File: config.mk
export PLATFORM = sky130hd
export DESIGN_NAME = cmd_scheduler
export DESIGN_NICKNAME = d
export VERILOG_FILES = /design/src/rtl/ogege_cmd_pkg.sv /design/src/rtl/cmd_fifo.sv /design/src/rtl/cmd_scheduler.sv
export SDC_FILE = /design/constraint.sdc
export NUM_CORES = 1
export LEC_CHECK = 0
export ABC_AREA = 1
export CAP_MARGIN = 20
export CORE_UTILIZATION = 40
export DETAILED_ROUTE_END_ITERATION = 12
export GPL_ROUTABILITY_DRIVEN = 0
export PLACE_DENSITY = 0.65
export REMOVE_ABC_BUFFERS = 1
export SYNTH_ARGS = -nofsm -noshare
export SYNTH_HDL_FRONTEND = slang
export SYNTH_HIERARCHICAL = 1
export SYNTH_SLANG_ARGS = --single-unit
File: constraint.sdc
create_clock -name clk_125mhz -period 5.1 [get_ports clk_125mhz]
set_clock_uncertainty 0.05 [all_clocks]
set_input_delay 0.765 -clock clk_125mhz [delete_from_list [all_inputs] [get_ports clk_125mhz]]
set_output_delay 0.765 -clock clk_125mhz [all_outputs]
set_load 0.01 [all_outputs]
File: src/rtl/ogege_cmd_pkg.sv
// Shared definitions for the text-area command scheduler: command width,
// opcodes, issue FSM states and command field helpers.
package ogege_cmd_pkg;

  localparam int CMD_W = 32;

  localparam logic [3:0] OP_SCROLL = 4'h3;

  typedef enum logic [1:0] {
    IDLE,
    ARM,
    DRIVE,
    RECOVER
  } sched_state_e;

  // Last count value in each timed state. The strobe is high for DRIVE_LAST+1
  // clocks. RECOVER is short because the IDLE and ARM cycles complete the
  // 5-clock low phase, so back-to-back strobes sit exactly two pixel clocks apart.
  localparam logic [2:0] DRIVE_LAST   = 3'd4;
  localparam logic [2:0] RECOVER_LAST = 3'd2;

  function automatic logic [3:0] cmd_opcode(input logic [CMD_W-1:0] cmd);
    return cmd[31:28];
  endfunction

  function automatic logic [27:0] cmd_payload(input logic [CMD_W-1:0] cmd);
    return cmd[27:0];
  endfunction

endpackage

File: src/rtl/cmd_fifo.sv
// Synchronous first-word-fall-through FIFO. The head is always visible while
// non-empty. Push and pop may occur in the same cycle.
module cmd_fifo #(
  parameter int DEPTH = 8,
  parameter int WIDTH = 32
) (
  input  logic                     clk_125mhz,
  input  logic                     rstn_i,
  input  logic                     push,
  input  logic [WIDTH-1:0]         push_data,
  input  logic                     pop,
  output logic [WIDTH-1:0]         head,
  output logic [$clog2(DEPTH):0]   level,
  output logic                     full,
  output logic                     empty
);

  localparam int AW = $clog2(DEPTH);

  logic [WIDTH-1:0] mem [DEPTH];
  logic [AW-1:0]    wr_ptr;
  logic [AW-1:0]    rd_ptr;
  logic             do_push;
  logic             do_pop;

  assign full    = (level == (AW + 1)'(DEPTH));
  assign empty   = (level == '0);
  assign do_push = push && !full;
  assign do_pop  = pop && !empty;
  assign head    = mem[rd_ptr];

  // NOTE: the storage array is deliberately left out of reset; only the
  // pointers and level define which entries are valid.
  always_ff @(posedge clk_125mhz) begin
    if (do_push) mem[wr_ptr] <= push_data;
  end

  // NOTE: state registers use non-blocking assignments so every flop samples
  // values from before the clock edge, whatever order the statements run in.
  always_ff @(posedge clk_125mhz or negedge rstn_i) begin
    if (!rstn_i) begin
      wr_ptr <= '0;
      rd_ptr <= '0;
      level  <= '0;
    end else begin
      if (do_push) wr_ptr <= wr_ptr + 1'b1;
      if (do_pop)  rd_ptr <= rd_ptr + 1'b1;
      case ({do_push, do_pop})
        2'b10:   level <= level + 1'b1;
        2'b01:   level <= level - 1'b1;
        default: level <= level;
      endcase
    end
  end

endmodule

File: src/rtl/cmd_scheduler.sv
// Round-robin command scheduler feeding text_area8x8 with pixel-clock-aligned
// strobes. Define CMD_SCHED_VBLANK_GATE_EN to hold GATED_OPCODE heads until vblank.
module cmd_scheduler
  import ogege_cmd_pkg::*;
#(
  parameter int         DEPTH        = 8,
  parameter logic [3:0] GATED_OPCODE = OP_SCROLL
) (
  input  logic                    clk_125mhz,
  input  logic                    rstn_i,
  input  logic                    i_pix_ce,
  input  logic                    i_vblank,
  input  logic                    i_host_valid,
  input  logic [CMD_W-1:0]        i_host_data,
  output logic                    o_host_ready,
  input  logic                    i_auto_valid,
  input  logic [CMD_W-1:0]        i_auto_data,
  output logic                    o_auto_ready,
  output logic                    o_cmd_clk,
  output logic [CMD_W-1:0]        o_cmd_data,
  output logic [$clog2(DEPTH):0]  o_level,
  output logic                    o_busy
);

  localparam int LW = $clog2(DEPTH) + 1;

  logic             run_q;
  logic             prio_host_q;
  logic             grant_host;
  logic             grant_auto;
  logic             push;
  logic             pop;
  logic             full;
  logic             empty;
  logic [CMD_W-1:0] push_data;
  logic [CMD_W-1:0] head;
  logic [LW-1:0]    level;
  logic             head_issuable;

  sched_state_e     state_q, state_d;
  logic [2:0]       cnt_q, cnt_d;
  logic             cmd_clk_q, cmd_clk_d;
  logic             load_data;
  logic [CMD_W-1:0] cmd_data_q;

  // run_q keeps both readies low while reset is asserted.
  always_comb begin
    grant_host = i_host_valid && (!i_auto_valid || prio_host_q);
    grant_auto = i_auto_valid && !grant_host;
  end

  assign o_host_ready = run_q && grant_host && !full;
  assign o_auto_ready = run_q && grant_auto && !full;
  assign push         = o_host_ready || o_auto_ready;
  assign push_data    = o_host_ready ? i_host_data : i_auto_data;

  always_ff @(posedge clk_125mhz or negedge rstn_i) begin
    if (!rstn_i) begin
      run_q       <= 1'b0;
      prio_host_q <= 1'b1;
    end else begin
      run_q <= 1'b1;
      if (push) prio_host_q <= o_auto_ready;
    end
  end

  cmd_fifo #(
    .DEPTH (DEPTH),
    .WIDTH (CMD_W)
  ) u_fifo (
    .clk_125mhz (clk_125mhz),
    .rstn_i     (rstn_i),
    .push       (push),
    .push_data  (push_data),
    .pop        (pop),
    .head       (head),
    .level      (level),
    .full       (full),
    .empty      (empty)
  );

`ifdef CMD_SCHED_VBLANK_GATE_EN
  assign head_issuable = (cmd_opcode(head) != GATED_OPCODE) || i_vblank;
`else
  logic unused_cfg;
  assign unused_cfg    = ^{i_vblank, GATED_OPCODE};
  assign head_issuable = 1'b1;
`endif

  // NOTE: every output of this block gets a default first so no path leaves
  // a signal unassigned, which would otherwise infer a latch.
  always_comb begin
    state_d   = state_q;
    cnt_d     = cnt_q;
    cmd_clk_d = cmd_clk_q;
    load_data = 1'b0;
    pop       = 1'b0;
    unique case (state_q)
      IDLE: begin
        if (!empty && head_issuable) state_d = ARM;
      end
      ARM: begin
        // Committed: the vblank gate is not re-checked here.
        if (i_pix_ce) begin
          load_data = 1'b1;
          pop       = 1'b1;
          cmd_clk_d = 1'b1;
          cnt_d     = '0;
          state_d   = DRIVE;
        end
      end
      DRIVE: begin
        if (cnt_q == DRIVE_LAST) begin
          cmd_clk_d = 1'b0;
          cnt_d     = '0;
          state_d   = RECOVER;
        end else begin
          cnt_d = cnt_q + 3'd1;
        end
      end
      RECOVER: begin
        if (cnt_q == RECOVER_LAST) begin
          cnt_d   = '0;
          state_d = IDLE;
        end else begin
          cnt_d = cnt_q + 3'd1;
        end
      end
      default: state_d = IDLE;
    endcase
  end

  always_ff @(posedge clk_125mhz or negedge rstn_i) begin
    if (!rstn_i) begin
      state_q    <= IDLE;
      cnt_q      <= '0;
      cmd_clk_q  <= 1'b0;
      cmd_data_q <= '0;
    end else begin
      state_q   <= state_d;
      cnt_q     <= cnt_d;
      cmd_clk_q <= cmd_clk_d;
      if (load_data) cmd_data_q <= head;
    end
  end

  assign o_cmd_clk  = cmd_clk_q;
  assign o_cmd_data = cmd_data_q;
  assign o_level    = level;
  assign o_busy     = (state_q != IDLE) || (level != '0);

endmodule

# Yosys cells after proc, flatten, opt, wreduce, memory -nomap -nowiden
# Memories as Yosys holds them, arrays and structs flattened. A register that Yosys moved wholly into a read port is not among the register bits.
# Cells that the tools add are included.
# W data, S select, Z words.
# word_totals
out_inout_bits,40
in_bits,70
n_memories,1
word_cells,70
reg_bits,18
ramBits,256
# classes
eq_ne,12
n_mux,18
n_addsub,5
reduce_logical,26
# mem_list
name,depth,word_bits,read_ports,rd_ports_with_merged_regs,wr,line,text
u_fifo.mem,8,32,1,1,1,cmd_fifo.sv:20,logic [WIDTH-1:0] mem [DEPTH];
# ops
operator,count
$mux W32,1
$add A3 B1 Y3 const B,3
$mux W3,3
$pmux W3 S3,1
$logic_and A1 B1 Y1,8
$mux W2,4
$ne A2 B2 Y1 const B,4
$pmux W2 S4,1
$pmux W4 S2,1
$eq A2 B2 Y1 const B,3
$mux W1,6
$reduce_bool A2 Y1,3
$logic_not A1 Y1,5
$add A4 B1 Y4 const B,1
$eq A2 B1 Y1 const B,2
$eq A4 B4 Y1 const B,1
$logic_not A4 Y1,1
$reduce_and A4 Y1,1
$reduce_bool A4 Y1,1
$sub A4 B1 Y4 const B,1
$eq A3 B2 Y1 const B,1
$eq A3 B3 Y1 const B,1
$logic_or A1 B1 Y1,3
$reduce_and A3 Y1,1
4 further kinds,4

# Longest topological paths before layout
# Gate-level depths: netlist of the first run.
# depth
depth_word,11
depth_mapped,17
ltp_nobuf,15

# Modules after synthesis
# Netlist of the first run, hierarchy kept.
# by_module_without_submodules
mod,cells_per_inst,area_each_um2,instances,seq_area_each_um2
cmd_fifo,1187,11644.9,1,7937.6
cmd_scheduler,315,2230.9,1,1002.2

# Worst setup path after synthesis of the first run
# OpenSTA, ideal clock, no wires.
# synth_timing
path_kind,input to register
startpoint,input port i_auto_valid
endpoint,memory u_fifo.mem[4][0] (enable)
setup_time_ns,0.461
n_path_buf,2
setup_slack_ns,0.758
required_time_ns,4.589
arrival_time_ns,3.831
path_stages,9
path_cell_list,inv_1 -> nor2_2 -> nor2_4 -> nand2_4 -> buf_4 -> o21ai_0 -> nand2_1 -> buf_4 -> nor3_1
# synth_between
elab_chain_cells,11
word_cells_on_any_way,13
cone_classes,mux (2); reduce/logical (11)
# synth_rtl
element,line,text
from (decl),cmd_scheduler.sv:16,"input logic i_auto_valid,"
$logic_not A1 Y1,cmd_scheduler.sv:48,grant_host = i_host_valid && (!i_auto_valid || prio_host_q);
$logic_or A1 B1 Y1,cmd_scheduler.sv:48,
$logic_and A1 B1 Y1,cmd_scheduler.sv:48,
$logic_not A1 Y1,cmd_scheduler.sv:49,grant_auto = i_auto_valid && !grant_host;
$logic_and A1 B1 Y1,cmd_scheduler.sv:49,
$logic_and A1 B1 Y1 (2 in series),cmd_scheduler.sv:53,assign o_auto_ready = run_q && grant_auto && !full;
$logic_or A1 B1 Y1 *,cmd_scheduler.sv:54,assign push = o_host_ready || o_auto_ready;
via push,cmd_scheduler.sv:31,logic push;
$logic_and A1 B1 Y1 *,cmd_fifo.sv:28,assign do_push = push && !full;
$mux W1 *,cmd_fifo.sv:35,if (do_push) mem[wr_ptr] <= push_data;
$mux W1 (implied by the code) *,cmd_fifo.sv:35,
to (decl),cmd_fifo.sv:20,
# Mark *: on every way through the listed nets, which the timed path passes. The rest lies on a longest branch.

# Worst setup path in the final report of the first run
# layout_timing
startpoint,register u_fifo.level[0]
endpoint,output port o_host_ready
# layout_between
elab_chain_cells,3
# layout_rtl
element,line,text
from (decl),cmd_fifo.sv:13,"output logic [$clog2(DEPTH):0] level,"
from (signal assigned),cmd_fifo.sv:49,2'b10: level <= level + 1'b1;
from (signal assigned),cmd_fifo.sv:50,2'b01: level <= level - 1'b1;
from (signal assigned),cmd_fifo.sv:51,default: level <= level;
$eq A4 B4 Y1,cmd_fifo.sv:26,assign full = (level == (AW + 1)'(DEPTH));
via full,cmd_scheduler.sv:33,logic full;
$logic_not A1 Y1,cmd_scheduler.sv:52,assign o_host_ready = run_q && grant_host && !full;
$logic_and A1 B1 Y1,cmd_scheduler.sv:52,
to (decl),cmd_scheduler.sv:15,"output logic o_host_ready,"
# The timed path passes the listed nets, and every way through them passes these cells.

==> results by group, run 1 <==
Status
  – Status: finished clean

Timing
  – RSZ-0062 raised after global routing: no
  – Setup TNS: 0 ns
  – F_max: 0.3035 GHz
  – Headroom to the max-slew limit: roughly a third
  – Min Hold Slack: ~0.22 ns
  – Slew @ Worst Pin: 0.9863 ns
  – Max Slew Vio Count: 0
  – Final critical-path required period: between 3 and 4 ns
  – Endpoints failing setup: 0
  – Final Hold Vio Count: 0
  – Fin crit share: 64.60%

Critical path
  – Worst stage delay on the critical path: around 0.61 ns
  – Cell family with most CP delay: buffers and inverters
  – Critical path type: reg -> out
  – CP Buf/Inv Count: 3
  – Critical Path Start Type: flop
  – Slowest cell on the critical path: clkdlybuf4s50_1
  – Critical Path AT: about 2.5 ns
  – Reg-to-reg slack, setup: 1.90 ns
  – Max FO, Critical Path: 33
  – Critical Path, Cell by Cell: nor2_1, nand3_1, inv_1, nor2_2, nand2_4, inv_6, clkdlybuf4s50_1
  – CP Capture Type: output port
  – CP required: ~4.3 ns

Finish
  – Layout cells sized above 1: approximately 5.7%
  – Layout filler cell count: around 3,000
  – Antenna cells: 0
  – Core Util, Final: 48.17%
  – Area grow syn2layout: 17.57%
  – Nets: approximately 1,700

Power and ir drop
  – LEAKAGE: 7.255 nW
  – Final Power: about 0.0085 W
  – PwrDens: about 520 nW/um2
  – Worst VDD drop: about 0.0004 V

Route
  – DR WL/cell: around 14 um
  – Number of DRC markers in iteration 0: 500
  – Routed WL: between 20,000 and 30,000 um
  – DR vias: ~9,300
  – Post-route ant nets: 0
  – Vias/cell: between 4 and 5
  – DR pass1 iterations: 7
  – DRC: 0

Global routing
  – First-pass GRT wire length: 45,780 um
  – Global routing usage on met1: a little over a fifth
  – Vias in the first global route: around 8,700
  – GR Overflow Total: 0
  – Busiest grt layer: met2
  – Overall Global Routing Usage: about 17%
  – Largest net degree at the start of global routing: roughly 170
  – Grt met3 use: 2.291%
  – Met2 GRT Util: a little under 30%
  – Initial antenna violation count: 0

Logic synthesis
  – Number of synthesized flops with an enable pin: 256
  – Synth top cells by count: 641 x nand2_1, 264 x nor2_1, 256 x edfxtp_1, 159 x inv_1, 49 x dfrtp_1
  – Synthesized flop and latch total: slightly above 300
  – Avg Cell Area, Syn: 9.238 um2
  – Largest area contributor in the netlist: edfxtp_1
  – Area contributors post-synth: edfxtp_1 55%, nand2_1 17%, dfrtp_1 8.8%, nor2_1 7.1%, inv_1 4.3%
  – Count leader, synth: nand2_1
  – Post-synth cell types: 30
  – Ys Warns: 6
  – Async SR Flop Fraction: between 15 and 20%
  – Gate Count Post-Synth: between 1,500 and 2,000
  – Register area share after synthesis: 64.43%
  – Share of the synthesized area in the top cell type: between 50% and 60%
  – Ys flop type: edfxtp_1
  – Post-synthesis cell area: between 10,000 and 15,000 um2

Die
  – # rows: 67
  – Initial Util: ~40%
  – Die Span Y: between 150 and 200 um
  – Io pins: 110
  – Core ar.: 33,870 um2
  – Die Footprint: 35,440 um2
  – Die width: ~190 um

CTS
  – Clock Path Buffers: 3
  – Hold_buf cts: 0
  – CTS tree: yes
  – Clock Pin Slew Worst Setup and Hold Paths: roughly 0.06 ns
  – Cts repair resizes: 0
  – H-tree depth: 1
  – Clk Latency, worst-skew pair: between 0.5 and 0.6 ns
  – Setup Fix Bufs, Post-CTS: 0
  – CTS Buf Count: 31
  – Root Driver: clkbuf_16
  – Num Clock Sinks: 306

Placed design
  – PortBufs: 108
  – Post-DP HPWL: around 15,000 um

Job
  – Maxcap violations: 0

Min path
  – Worst Hold Class: in -> async
per-layer routing:
layer | vias to the layer above | wire [um]
met5 | - | 0
met4 | 0 | 470
met3 | 32 | 1248
met2 | 177 | 14030
met1 | 4264 | 13120
li1 | 4815 | -
final timing paths:
check | startpoint | to | depth (start not counted)
max in group asynchronous | rstn_i | u_fifo/rd_ptr[0] | 1
min in group clk_125mhz | o_cmd_data[29] | o_cmd_data[29] | 2
hold / removal | rstn_i | o_cmd_data[2] | 1
setup reg to reg | u_fifo/level[0] | u_fifo/level[3] | 14
setup / recovery | u_fifo/level[0] | o_host_ready | 7
hold reg to reg | o_cmd_data[29] | o_cmd_data[29] | 2
worst reg2reg max path, cell delays in order (launching register included):
cell	delay [ns]
dfrtp_1	0.45
nor2_1	0.09
nand3_1	0.12
inv_1	0.07
nor2_2	0.17
nand2_1	0.11
o21ai_0	0.31
nand2_1	0.43
ha_1	0.41
ha_1	0.31
or2_2	0.32
nand2_1	0.08
nand2_1	0.05
nand3_1	0.07
nand2_1	0.05
state kept, by name (all words and copies together), names as in the netlist:
register,count
o_cmd_clk,1
u_fifo/wr_ptr,3
u_fifo/rd_ptr,3
run_q,1
u_fifo/level,4
state_q,2
cnt_q,3
prio_host_q,1
u_fifo/mem,256
o_cmd_data,32
power by group:
group          switching [W]  internal (W)  leakage (nW)
logic                0.00177       0.00104          3.81
registers           0.000320       0.00316          2.94
clock network       0.000925       0.00134         0.504
total                0.00301       0.00554          7.26
metrics by stage:
stage | cells | instance area (um2) | setup slack (ns)
3_5_place_dp | 2012 | 15290 | 1.419
2_1_floorplan | 1440 | 13460 | 0.03558
4_1_cts | 2069 | 16310 | 1.759
5_1_grt | 2069 | 16310 | 1.616
3_3_place_gp | 2012 | 15290 | 1.543
6_report | 2069 | 16310 | 1.805
area by class of cell:
class	instances	area [um2]	share of cell area (%)
repair buffers	124	1224	7.501
clock buffers	42	867.1	5.315
inverters	161	609.3	3.735
well taps	448	560.5	3.436
clock inverters	15	160.2	0.9817
flip-flops and latches	306	8946	54.84
multi-input cells	973	3948	24.20
cells by family (layout without fill, tap and decap cells):
logic type	count (synthesis)	in the layout	share of synthesized area [%]
compound gates	10	10	0.3787
xor+xnor	6	6	0.3787
fa+ha+maj	14	14	1.317
buf+inv	223	342	7.412
flops	306	306	64.43
other cells	1	1	0.02703
simple gates	942	942	26.06
placed cells by master, fill, tap and decap left out, types with 6 or more instances in the layout:
cell             netlist  layout
nand2_1              641     641
nor2_1               264     264
edfxtp_1             256     256
inv_1                159     157
clkdlybuf4s50_1        0     107
dfrtp_1               49      46
clkbuf_16              0      31
buf_4                 10      15
ha_1                  13      13
nand2_2               10      10
nand3_1               10      10
o21ai_0                9       9
nor3_2                 0       8
clkinv_1               0       7
clkbuf_1               6       6
Power figures use the tool's default switching activity.
==> run 2, diff against run 1 <==
==> constraint.sdc (replaced) <==
create_clock -name clk_125mhz -period 3.3 [get_ports clk_125mhz]
set_clock_uncertainty 0.05 [all_clocks]
set_input_delay 0.495 -clock clk_125mhz [delete_from_list [all_inputs] [get_ports clk_125mhz]]
set_output_delay 0.495 -clock clk_125mhz [all_outputs]
set_load 0.01 [all_outputs]
==> run 2 against run 1 <==
Compared with the run above:
- sequential cell count unchanged
- core utilization increased by 0.57 points
- combinational power increased by 65%
- cell count increased by 0.63%
- first-iteration DRC count increased by 21%
- routed wire length increased by 1.9%
- critical path depth unchanged
- global-route usage increased by 0.35 points
- setup slack got worse by 1.3 ns
- die area unchanged
- critical path type unchanged
==> results by group, run 2 (synthesized netlist as in run 1, its figures left out) <==
Global routing
  – Largest net degree at the start of global routing: approximately 110
  – GR Overflow Total: 0
  – First-pass GRT wire length: ~47,000 um
  – Overall Global Routing Usage: between 10% and 20%
  – Vias in the first global route: 8,807
  – Initial antenna violation count: 1

Critical path
  – Slowest cell on the critical path: clkdlybuf4s50_1
  – CP startpoint: u_fifo/level[0]
  – Cell family with most CP delay: simple AND/OR/NAND/NOR gates
  – Most used cell, CP: nor2_1
  – CP Buf/Inv Count: 2
  – CP Capture Type: output port
  – CP required: between 2 and 3 ns
  – Critical Path, Cell by Cell: nor2_1, nand3_1, inv_1, nor2_2, nand2_1, nor2_1, clkdlybuf4s50_1
  – Critical Path Start Type: flop
  – Reg2reg start: u_fifo/level[0]
  – Max FO, Critical Path: 6
  – Critical path type: reg -> out
  – Worst stage delay on the critical path: approximately 0.54 ns
  – Critical Path AT: 2.24 ns

Die
  – Die Span Y: approximately 190 um
  – Initial Util: approximately two fifths
  – # rows: 67
  – Die Footprint: approximately 35,000 um2
  – Io pins: 110
  – Core ar.: 33,870 um2
  – Die width: 188.3 um

Placed design
  – Cell Area, Placed: ~15,000 um2
  – Placed insts: ~2,000
  – PortBufs: approximately 110
  – Post-DP HPWL: ~17,000 um

Timing
  – Fin crit share: a little over four fifths
  – Headroom to the max-slew limit: between 40% and 50%
  – Endpoints failing setup: 0
  – Max Slew Vio Count: 0
  – RSZ-0062 raised after global routing: no
  – F_max: 0.3593 GHz
  – Final critical-path required period: roughly 2.8 ns
  – Final Hold Vio Count: 0
  – Slew @ Worst Pin: slightly below 0.9 ns

Finish
  – Commonest non-fill, non-tap cell in the layout: nand2_1
  – Top reg by flops: u_fifo/mem
  – Area grow syn2layout: 18.95%
  – Nets: 1,693
  – Largest register FFs: roughly 260
  – Design Area, Final: approximately 17,000 um2
  – Most frequent cells in the layout: 641 x nand2_1, 264 x nor2_1, 256 x edfxtp_1
  – Antenna cells: 0
  – Layout filler cell count: about 3,000
  – Layout cells sized above 1: about 6.6%
  – Non-Filler Instances: 2,082
  – Core Util, Final: between 40 and 50%

Min path
  – Worst Hold Class: reg -> reg
  – Worst hold path startpoint: o_cmd_data[0]

CTS
  – Clk Latency, worst-skew pair: around 0.57 ns
  – Clock Path Buffers: 3
  – Clock Pin Slew Worst Setup and Hold Paths: approximately 0.060 ns
  – Setup Fix Bufs, Post-CTS: 0
  – H-tree depth: 1
  – CTS tree: yes
  – Num Clock Sinks: around 310
  – CTS Buf Count: 31
  – Root Driver: clkbuf_16

Route
  – Post-route ant nets: 0
  – DRC: 0
  – Number of DRC markers in iteration 0: around 610
  – DR pass1 iterations: 4
  – DR WL/cell: 14.13 um
  – DR vias: roughly 9,500
  – Routed WL: a little under 30,000 um
  – Vias/cell: 4.549

Power and ir drop
  – LEAKAGE: 7.345 nW
  – PwrDens: between 800 and 900 nW/um2
  – Worst VDD drop: approximately 0.00055 V

Status
  – Status: finished clean

Job
  – Maxcap violations: 0
run 2: report_power, final:
group          switching [W]  internal [W]
Clock                0.00142       0.00208
Sequential          0.000340       0.00489
Combinational        0.00293       0.00169
Total                0.00469       0.00866
run 2: final timing paths:
path                                    end  slack, ns  depth (start not counted)
setup / recovery               o_auto_ready       0.52                          7
hold / removal                o_cmd_data[0]       0.43                          2
setup reg to reg            u_fifo/level[3]       0.58                         14
hold reg to reg               o_cmd_data[0]       0.43                          2
max in group asynchronous  u_fifo/rd_ptr[0]       2.17                          2
min in group asynchronous    o_cmd_data[29]       0.48                          2
run 2: final cells by class:
type | count | area (um2) | area share, %
Sequential cell | 306 | 8946 | 54.20
Multi-Input combinational cell | 973 | 3948 | 23.92
Timing Repair Buffer | 136 | 1404 | 8.505
Clock buffer | 45 | 878.3 | 5.321
Inverter | 161 | 609.3 | 3.692
Tap cell | 448 | 560.5 | 3.396
Clock inverter | 13 | 160.2 | 0.9703
run 2: repair_timing:
item	4_1_cts	5_1_grt
hold endpoints to repair	48	0
hold buffers	1	0
endpoints found under the setup margin	0	0
gates resized for setup	0	0
run 2: layer usage:
layer / vias up / global-route usage, % / wire length (um)
met5: - / 0 / 0
met4: 0 / 4.034 / 606
met3: 57 / 2.328 / 1282
met2: 194 / 28.20 / 13800
met1: 4382 / 23.24 / 13730
li1: 4839 / - / -
run 2: metrics by stage:
step / worst slack [ns] / setup TNS [ns] / total power, W / hold WS (ns)
5_1_grt: 0.3519 / 0 / 0.01433 / 0.4532
2_1_floorplan: -1.764 / -289.95 / 0.008216 / 0.1494
3_5_place_dp: 0.4516 / 0 / 0.009945 / 0.4147
4_1_cts: 0.4821 / 0 / 0.01348 / 0.4316
3_3_place_gp: 0.4728 / 0 / 0.009834 / 0.4152
6_report: 0.5168 / 0 / 0.01334 / 0.4267
run 2: worst min-delay path, delay by kind of cell, from the launching register on:
kind             cells  cell delay, ns
AND/OR/NAND/NOR      2            0.10
flip-flops           1            0.34
==> run 3, diff against run 2 <==
==> constraint.sdc (replaced) <==
create_clock -name clk_125mhz -period 2.75 [get_ports clk_125mhz]
set_clock_uncertainty 0.05 [all_clocks]
set_input_delay 0.4125 -clock clk_125mhz [delete_from_list [all_inputs] [get_ports clk_125mhz]]
set_output_delay 0.4125 -clock clk_125mhz [all_outputs]
set_load 0.01 [all_outputs]
==> run 3 against run 2 <==
Compared with the run above:
- first-iteration DRC count rose by 2.5%
- largest cell class unchanged
- non-clock buffer count is 9 higher
- critical endpoint is now o_host_ready
- setup slack worse by 0.39 ns
==> results by group, run 3 (synthesized netlist as in run 1, its figures left out) <==
Status
  – Status: finished clean

Critical path
  – Reg2reg start: u_fifo/level[3]
  – Critical Path AT: around 2.2 ns
  – CP startpoint: u_fifo/level[3]
  – Reg-to-reg slack, setup: 0.24 ns
  – CP Capture Type: output port
  – Critical Path End: o_host_ready
  – Critical Path Start Type: flop
  – Worst r2r dst: u_fifo/level[3]
  – Slowest cell on the critical path: clkdlybuf4s50_1
  – R2R depth: 13
  – Max FO, Critical Path: 13
  – Critical Path, Cell by Cell: nand3_2, inv_1, nor2_2, nand2_4, buf_6, inv_6, clkdlybuf4s50_1
  – Critical path type: reg -> out
  – Worst stage delay on the critical path: 0.54 ns
  – CP required: between 2 and 2.5 ns

Global routing
  – First-pass GRT wire length: between 40,000 and 50,000 um
  – Vias in the first global route: a little over 9,000
  – Largest net degree at the start of global routing: 67
  – Overall Global Routing Usage: between 15 and 20%
  – GR Overflow Total: 0
  – Initial antenna violation count: 0

Job
  – Maxcap violations: 0

CTS
  – Clock Pin Slew Worst Setup and Hold Paths: 0.06 ns
  – Clk Latency, worst-skew pair: a little over 0.5 ns
  – H-tree depth: 2
  – Root Driver: clkbuf_16
  – Clock Path Buffers: 3
  – CTS tree: yes
  – Num Clock Sinks: 306
  – CTS Buf Count: 34

Route
  – DR pass1 iterations: 4
  – Number of DRC markers in iteration 0: approximately 620
  – DR vias: 9,461
  – Vias/cell: about 4.5
  – Routed WL: between 30,000 and 40,000 um
  – DR WL/cell: around 14 um
  – DRC: 0
  – Post-route ant nets: 0

Power and ir drop
  – Net Sw Frac: a little over a third
  – Sequential Power Share: a little under two fifths
  – Sw Pwr: roughly 0.0057 W
  – LEAKAGE: around 7.4 nW
  – Internal power: 0.01070 W
  – Clk pwr share: between 20% and 30%
  – PwrDens: roughly 990 nW/um2
  – Combinational Power Share: around a third
  – Worst VDD drop: 0.0006463 V

Finish
  – Non-Filler Instances: 2,095
  – Largest register FFs: 256
  – Area grow syn2layout: 20.23%
  – Core Util, Final: between 40% and 50%
  – Top reg by flops: u_fifo/mem
  – Commonest non-fill, non-tap cell in the layout: nand2_1
  – Most frequent cells in the layout: 641 x nand2_1, 264 x nor2_1, 256 x edfxtp_1
  – Layout cells sized above 1: roughly 7%
  – Nets: ~1,700

Timing
  – Min Hold Slack: ~0.43 ns
  – RSZ-0062 raised after global routing: no
  – Fin crit share: a little over nine tenths
  – Slew @ Worst Pin: ~0.89 ns
  – Headroom to the max-slew limit: 40.56%
  – F_max: about 0.38 GHz
  – Endpoints failing setup: 0
  – Final critical-path required period: about 2.6 ns
  – Final Hold Vio Count: 0
  – Worst setup margin: 0.1240 ns
  – Max Slew Vio Count: 0
  – Setup TNS: 0 ns

Die
  – Io pins: 110
  – Die Span Y: around 190 um
  – Initial Util: between 40 and 50%
  – Die width: between 150 and 200 um
  – Die Footprint: approximately 35,000 um2
  – # rows: 67
  – Core ar.: ~34,000 um2

Placed design
  – Post-DP HPWL: between 15,000 and 20,000 um
  – Post-Place Worst Slack: about 0.03 ns
  – PortBufs: 108
  – Placed insts: between 2,000 and 2,500

Min path
  – Hold Crit Depth: 2
  – Worst Hold Class: reg -> reg
## run 3: cell count changes in the layout (fill, tap and decap cells not counted), sizes merged
cell	change
inv	-1
clkinvlp	-2
diode	+1
buf	+9
clkbuf	+5
clkinv	+1
## run 3: timing repair
action / CTS / global route
pin swaps: 0 / 0
endpoints found under the hold margin: 49 / 0
buffers inserted: 1 / 0
resized for setup: 1 / 2
hold buffers: 1 / 0
setup endpoints to repair: 1 / 62
## run 3: critical path, delay by kind of cell (launching register included)
| kind | cells | cell delay, ns |
|---|---|---|
| flops | 1 | 0.45 |
| buf+inv | 4 | 0.85 |
| simple gates | 3 | 0.35 |
## run 3: cell type report
cell class	count	area, um2
Antenna cell	1	2.502
Clock buffer	50	962.2
Clock inverter	11	147.6
Fill cell	3089	17190
Inverter	161	609.3
Multi-Input combinational cell	973	3953
Sequential cell	306	8947
Tap cell	448	560.5
Timing Repair Buffer	145	1500
## run 3: routing by layer
layer	global-route usage (%)	up-vias	wire [um]
li1	-	4860	-
met1	23.40	4353	13710
met2	29.61	201	14490
met3	2.794	47	1551
met4	4.722	0	569
met5	0	-	0
## run 3: worst min-delay path by stage
stage / startpoint / endpoint / slack, ns
final: o_cmd_data[0] / o_cmd_data[0] / 0.43
after global routing: o_cmd_data[25] / o_cmd_data[25] / 0.45
after CTS: o_cmd_data[0] / o_cmd_data[0] / 0.43
after detailed placement: o_cmd_data[9] / o_cmd_data[9] / 0.41
after global placement: o_cmd_data[0] / o_cmd_data[0] / 0.41
after floorplan: rstn_i / cnt_q[0] / 0.07
## run 3: through the flow
step | total power [W] | area [um2]
2_1_floorplan | 0.009649 | 13460
3_3_place_gp | 0.01194 | 15540
3_5_place_dp | 0.01210 | 15540
4_1_cts | 0.01662 | 16670
5_1_grt | 0.01759 | 16680
6_report | 0.01644 | 16680
## run 3: power by group through the flow
| stage | logic [W] | clock network [W] | registers [W] |
|---|---|---|---|
| detailed placement | 0.00572 | 0 | 0.00637 |
| CTS | 0.00577 | 0.00456 | 0.00628 |
| global placement | 0.00559 | 0 | 0.00636 |
| global route | 0.00650 | 0.00473 | 0.00636 |
| finish | 0.00571 | 0.00445 | 0.00628 |
| floorplan | 0.00295 | 0 | 0.00670 |
==> RTL change 1: new RTL, settings of run 1 <==
`DEPTH` is set to 8 in 2 places; all go to 16.
--- a/src/rtl/cmd_fifo.sv
+++ b/src/rtl/cmd_fifo.sv
@@ -1,7 +1,7 @@
 // Synchronous first-word-fall-through FIFO. The head is always visible while
 // non-empty. Push and pop may occur in the same cycle.
 module cmd_fifo #(
-  parameter int DEPTH = 8,
+  parameter int DEPTH = 16,
   parameter int WIDTH = 32
 ) (
   input  logic                     clk_125mhz,
--- a/src/rtl/cmd_scheduler.sv
+++ b/src/rtl/cmd_scheduler.sv
@@ -3,7 +3,7 @@
 module cmd_scheduler
   import ogege_cmd_pkg::*;
 #(
-  parameter int         DEPTH        = 8,
+  parameter int         DEPTH        = 16,
   parameter logic [3:0] GATED_OPCODE = OP_SCROLL
 ) (
   input  logic                    clk_125mhz,
Interface: changed (resized o_level); port bits go from 110 to 111. The function was not compared with the original's and may differ.
==> RTL change 1 against run 1 <==
Via count increased by 77%. Fmax is 11% lower. Final area up 73%. Synthesized cell count is 62% higher. Final cell count rose by 62%. Sequential share of layout area up 4.2 points. Sequential power grew 66%. Routed wire length grew 100%. Sequential cell count rose by 259. Clock power increased by 82%. Area after synthesis increased by 76%. Worst setup slack worse by 410 ps. Power increased by 71%. Critical path type unchanged.
==> RTL change 1: results (changes against run 1) <==
outcome - complete, no violations
Synth Area in Adders - 0.953% (-0.36 points)
vias in the first global route - 16300 (+87%)
Largest register FFs - 512 (+100%)
Critical Path Start - u_fifo/level[1]
Reg-to-Reg End - u_fifo/mem[1][0]
Max VDD drop - 660 µV (+63%)
DP Wirelength - 31900 µm (+110%)
FILL cells - 5420 (+76%)
CP max stage delay - 550 ps (-60 ps)
Place WS - 1330 ps (-87.3 ps)
Final Instance Area - 0.0283 mm² (+73%)
Synth Area in XOR/XNOR - 0.287% (-0.092 points)
met1 WL - 25400 µm (+93%)
CP arrival - 2890 ps (+410 ps)
Synth Area in Compound Gates - 0.236% (-0.14 points)
final WL - 58400 µm (+100%)
Multi-input gate area - 0.00638 mm² (+62%)
Inverters - 234 (+45%)
nonclk buf count - 140 (+13%)
Unique masters post-synth - 28 (-6.7%)
Worst Reg-to-Reg Cells - 11 (-3)
met3 wire len - 3460 µm (+180%)
vias - 16400 (+77%)
Area contributors post-synth - edfxtp_1 63%, nand2_1 16%, dfrtp_1 5.3%
number of synthesized flops with an enable pin - 512 (+100%)
clock network area share - 6.65% (+0.35 points)
Hold Worst Slack - 214 ps (-10.9 ps)
number of sequential cells - 565 (+85%)
-- RTL change 1: cell types whose count changed in the layout (fill, tap and decap cells not counted), moves of 17 or more --
cell       before   now
nor2_4          1    18
inv_1         157   229
nor2_1        264   202
clkbuf_16      31    58
nand3_1        10   202
nand2_1       641  1040
edfxtp_1      256   512
-- RTL change 1: routing by layer --
layer / GRT usage, % / vias up
li1: - / 7970
met4: 5.03 / 0
met2: 32.9 / 493
met1: 25.3 / 7900
met5: 0 / -
met3: 2.53 / 83
-- RTL change 1: power breakdown --
group	leakage [µW]	switching [µW]	internal (µW)	total [µW]
Sequential	0.00529	194	5590	5780
Clock	0.000918	1780	2340	4120
Combinational	0.00562	3240	1460	4690
Total	0.0118	5210	9380	14600
-- RTL change 1: logic make-up after synthesis --
logic type | count (synthesis)
other cells | 1
flops | 565
xor+xnor | 8
simple gates | 1484
fa+ha+maj | 18
compound gates | 11
buf+inv | 343
==> RTL change 2: new RTL, config.mk and constraints of run 1 <==
Without the edit above. The 4 states of `sched_state_e` get a one-hot encoding in 4 bits.
--- a/src/rtl/ogege_cmd_pkg.sv
+++ b/src/rtl/ogege_cmd_pkg.sv
@@ -6,11 +6,11 @@
 
   localparam logic [3:0] OP_SCROLL = 4'h3;
 
-  typedef enum logic [1:0] {
-    IDLE,
-    ARM,
-    DRIVE,
-    RECOVER
+  typedef enum logic [3:0] {
+    IDLE    = 4'b0001,
+    ARM     = 4'b0010,
+    DRIVE   = 4'b0100,
+    RECOVER = 4'b1000
   } sched_state_e;
 
   // Last count value in each timed state. The strobe is high for DRIVE_LAST+1
Formal check against the unedited RTL: same outputs for any inputs over 10 cycles, from zero or initial values and one cycle with rstn_i low; not proved beyond that.
==> RTL change 2 against run 1 <==
Final area barely moved. Power shrank 0.26%. Routed wire length up 3.6%. Worst setup slack got worse by 230 ps. Via count up 1.5%. Largest cell class unchanged. Area after synthesis hardly changed. Non-clock buffer count grew 2. Sequential cell count rose by 2.
==> RTL change 2: results (changes against run 1) <==
outcome - complete, no violations
vias per cell - 4.53 (+0.94%)
Reg-to-Reg End - u_fifo/level[3]
final WL - 29900 µm (+3.6%)
top cells by count, synth - 660 x nand2_1, 267 x nor2_1, 256 x edfxtp_1
Max FO, Critical Path - 33 (unchanged)
vias in the first global route - 8891 (+1.8%)
Slowest-stage cell, CP - clkdlybuf4s50_1
Unique masters post-synth - 28 (-6.7%)
logic gate share of total power - 34.0% (+1.2 points)
first-pass GRT wire length - 47500 µm (+3.8%)
nonclk buf count - 126 (+1.6%)
CP max stage delay - 670 ps (+60 ps)
Final Instance Area - 0.0163 mm² (about the same)
Worst Tran Pin Value - 1190 ps (+205 ps)
Top delay family on crit path - buffers and inverters
share of layout cells above drive strength 1 - 5.57% (-0.10 points)
Critical Path Start - i_host_valid
FILL cells - 3073 (-0.32%)
number of DRC markers in iteration 0 - 647 (+29%)
Ys Warns - 6 (unchanged)
clock network area share - 6.35% (+0.051 points)
Tot GR Track Use - 17.4% (+0.85 points)
sequential share of power - 39.3% (-1.4 points)
Multi-input comb cells - 979 (+0.62%)
PwrDens - 522 mW/mm² (-0.30%)
ys async rst share - 16.9% (+0.54 points)
CP arrival - 2710 ps (+230 ps)
Synth Area in Adders - 0.866% (-0.45 points)
Nets - 1686 (+0.30%)
Pleak - 0.00729 µW (+0.46%)
Inverters - 158 (-1.9%)
CLK BUF - 42 (unchanged)
Data buffer area share - 7.51% (+0.012 points)
DP Wirelength - 15700 µm (+3.2%)
Num CTS Buffers - 34 (+9.7%)
Synth Area in Compound Gates - 0.271% (-0.11 points)
Int Pwr - 5480 µW (-0.94%)
CTS Buffer Depth - 3 (unchanged)
number of sequential cells - 308 (+0.65%)
Initial DRT Pass Iterations - 6 (-1)
Largest register FFs - 256 (unchanged)
total die area - 0.0354 mm² (about the same)
flop2flop setup slack - 1880 ps (-20 ps)
Area after DPL - 0.0153 mm² (about the same)
multi-input combinational area share - 23.9% (-0.27 points)
Worst-path clk slew - 60 ps (about the same)
Seq/Total Area, Yosys - 64.8% (+0.38 points)
Area contributors post-synth - edfxtp_1 55%, nand2_1 18%, dfrtp_1 9.0%
Max VDD drop - 578 µV (+42%)
Synth Area in XOR/XNOR - 0.442% (+0.063 points)
total area of sequential cells - 0.00900 mm² (+0.57%)
Clk Latency, worst-skew pair - 510 ps (-60 ps)
# H-tree levels - 2 (+1)
CTS Hold Buffers Added - 0 (unchanged)
largest net degree at the start of global routing - 259 (+56%)
==> RTL change 2: cell types whose count changed in the layout (fill, tap and decap cells not counted), sizes merged, moves of 2 or more <==
cell	delta
nand2	+10
ha	-5
clkinv	+4
nand4	-3
nor2	+3
o21ai	-3
buf	+2
bufinv	-2
nand3	+2
==> RTL change 2: metrics by stage <==
| step | hold slack [ps] | cells | setup WS, ps |
|---|---|---|---|
| floorplan | 419 | 1445 | 35.6 |
| global placement | 406 | 2019 | 1510 |
| detailed placement | 412 | 2019 | 1410 |
| CTS | 311 | 2081 | 1480 |
| global route | 348 | 2081 | 1340 |
| finish | 283 | 2081 | 1570 |
==> RTL change 2: metal layers <==
layer  vias up  global-route usage [%]  routed length (µm)
met2       218                    29.1               14300
met3        43                    2.38                1470
met4         0                    4.88                 484
met1      4324                    23.6               13600
met5         -                       0                   0
li1       4845                       -                   -
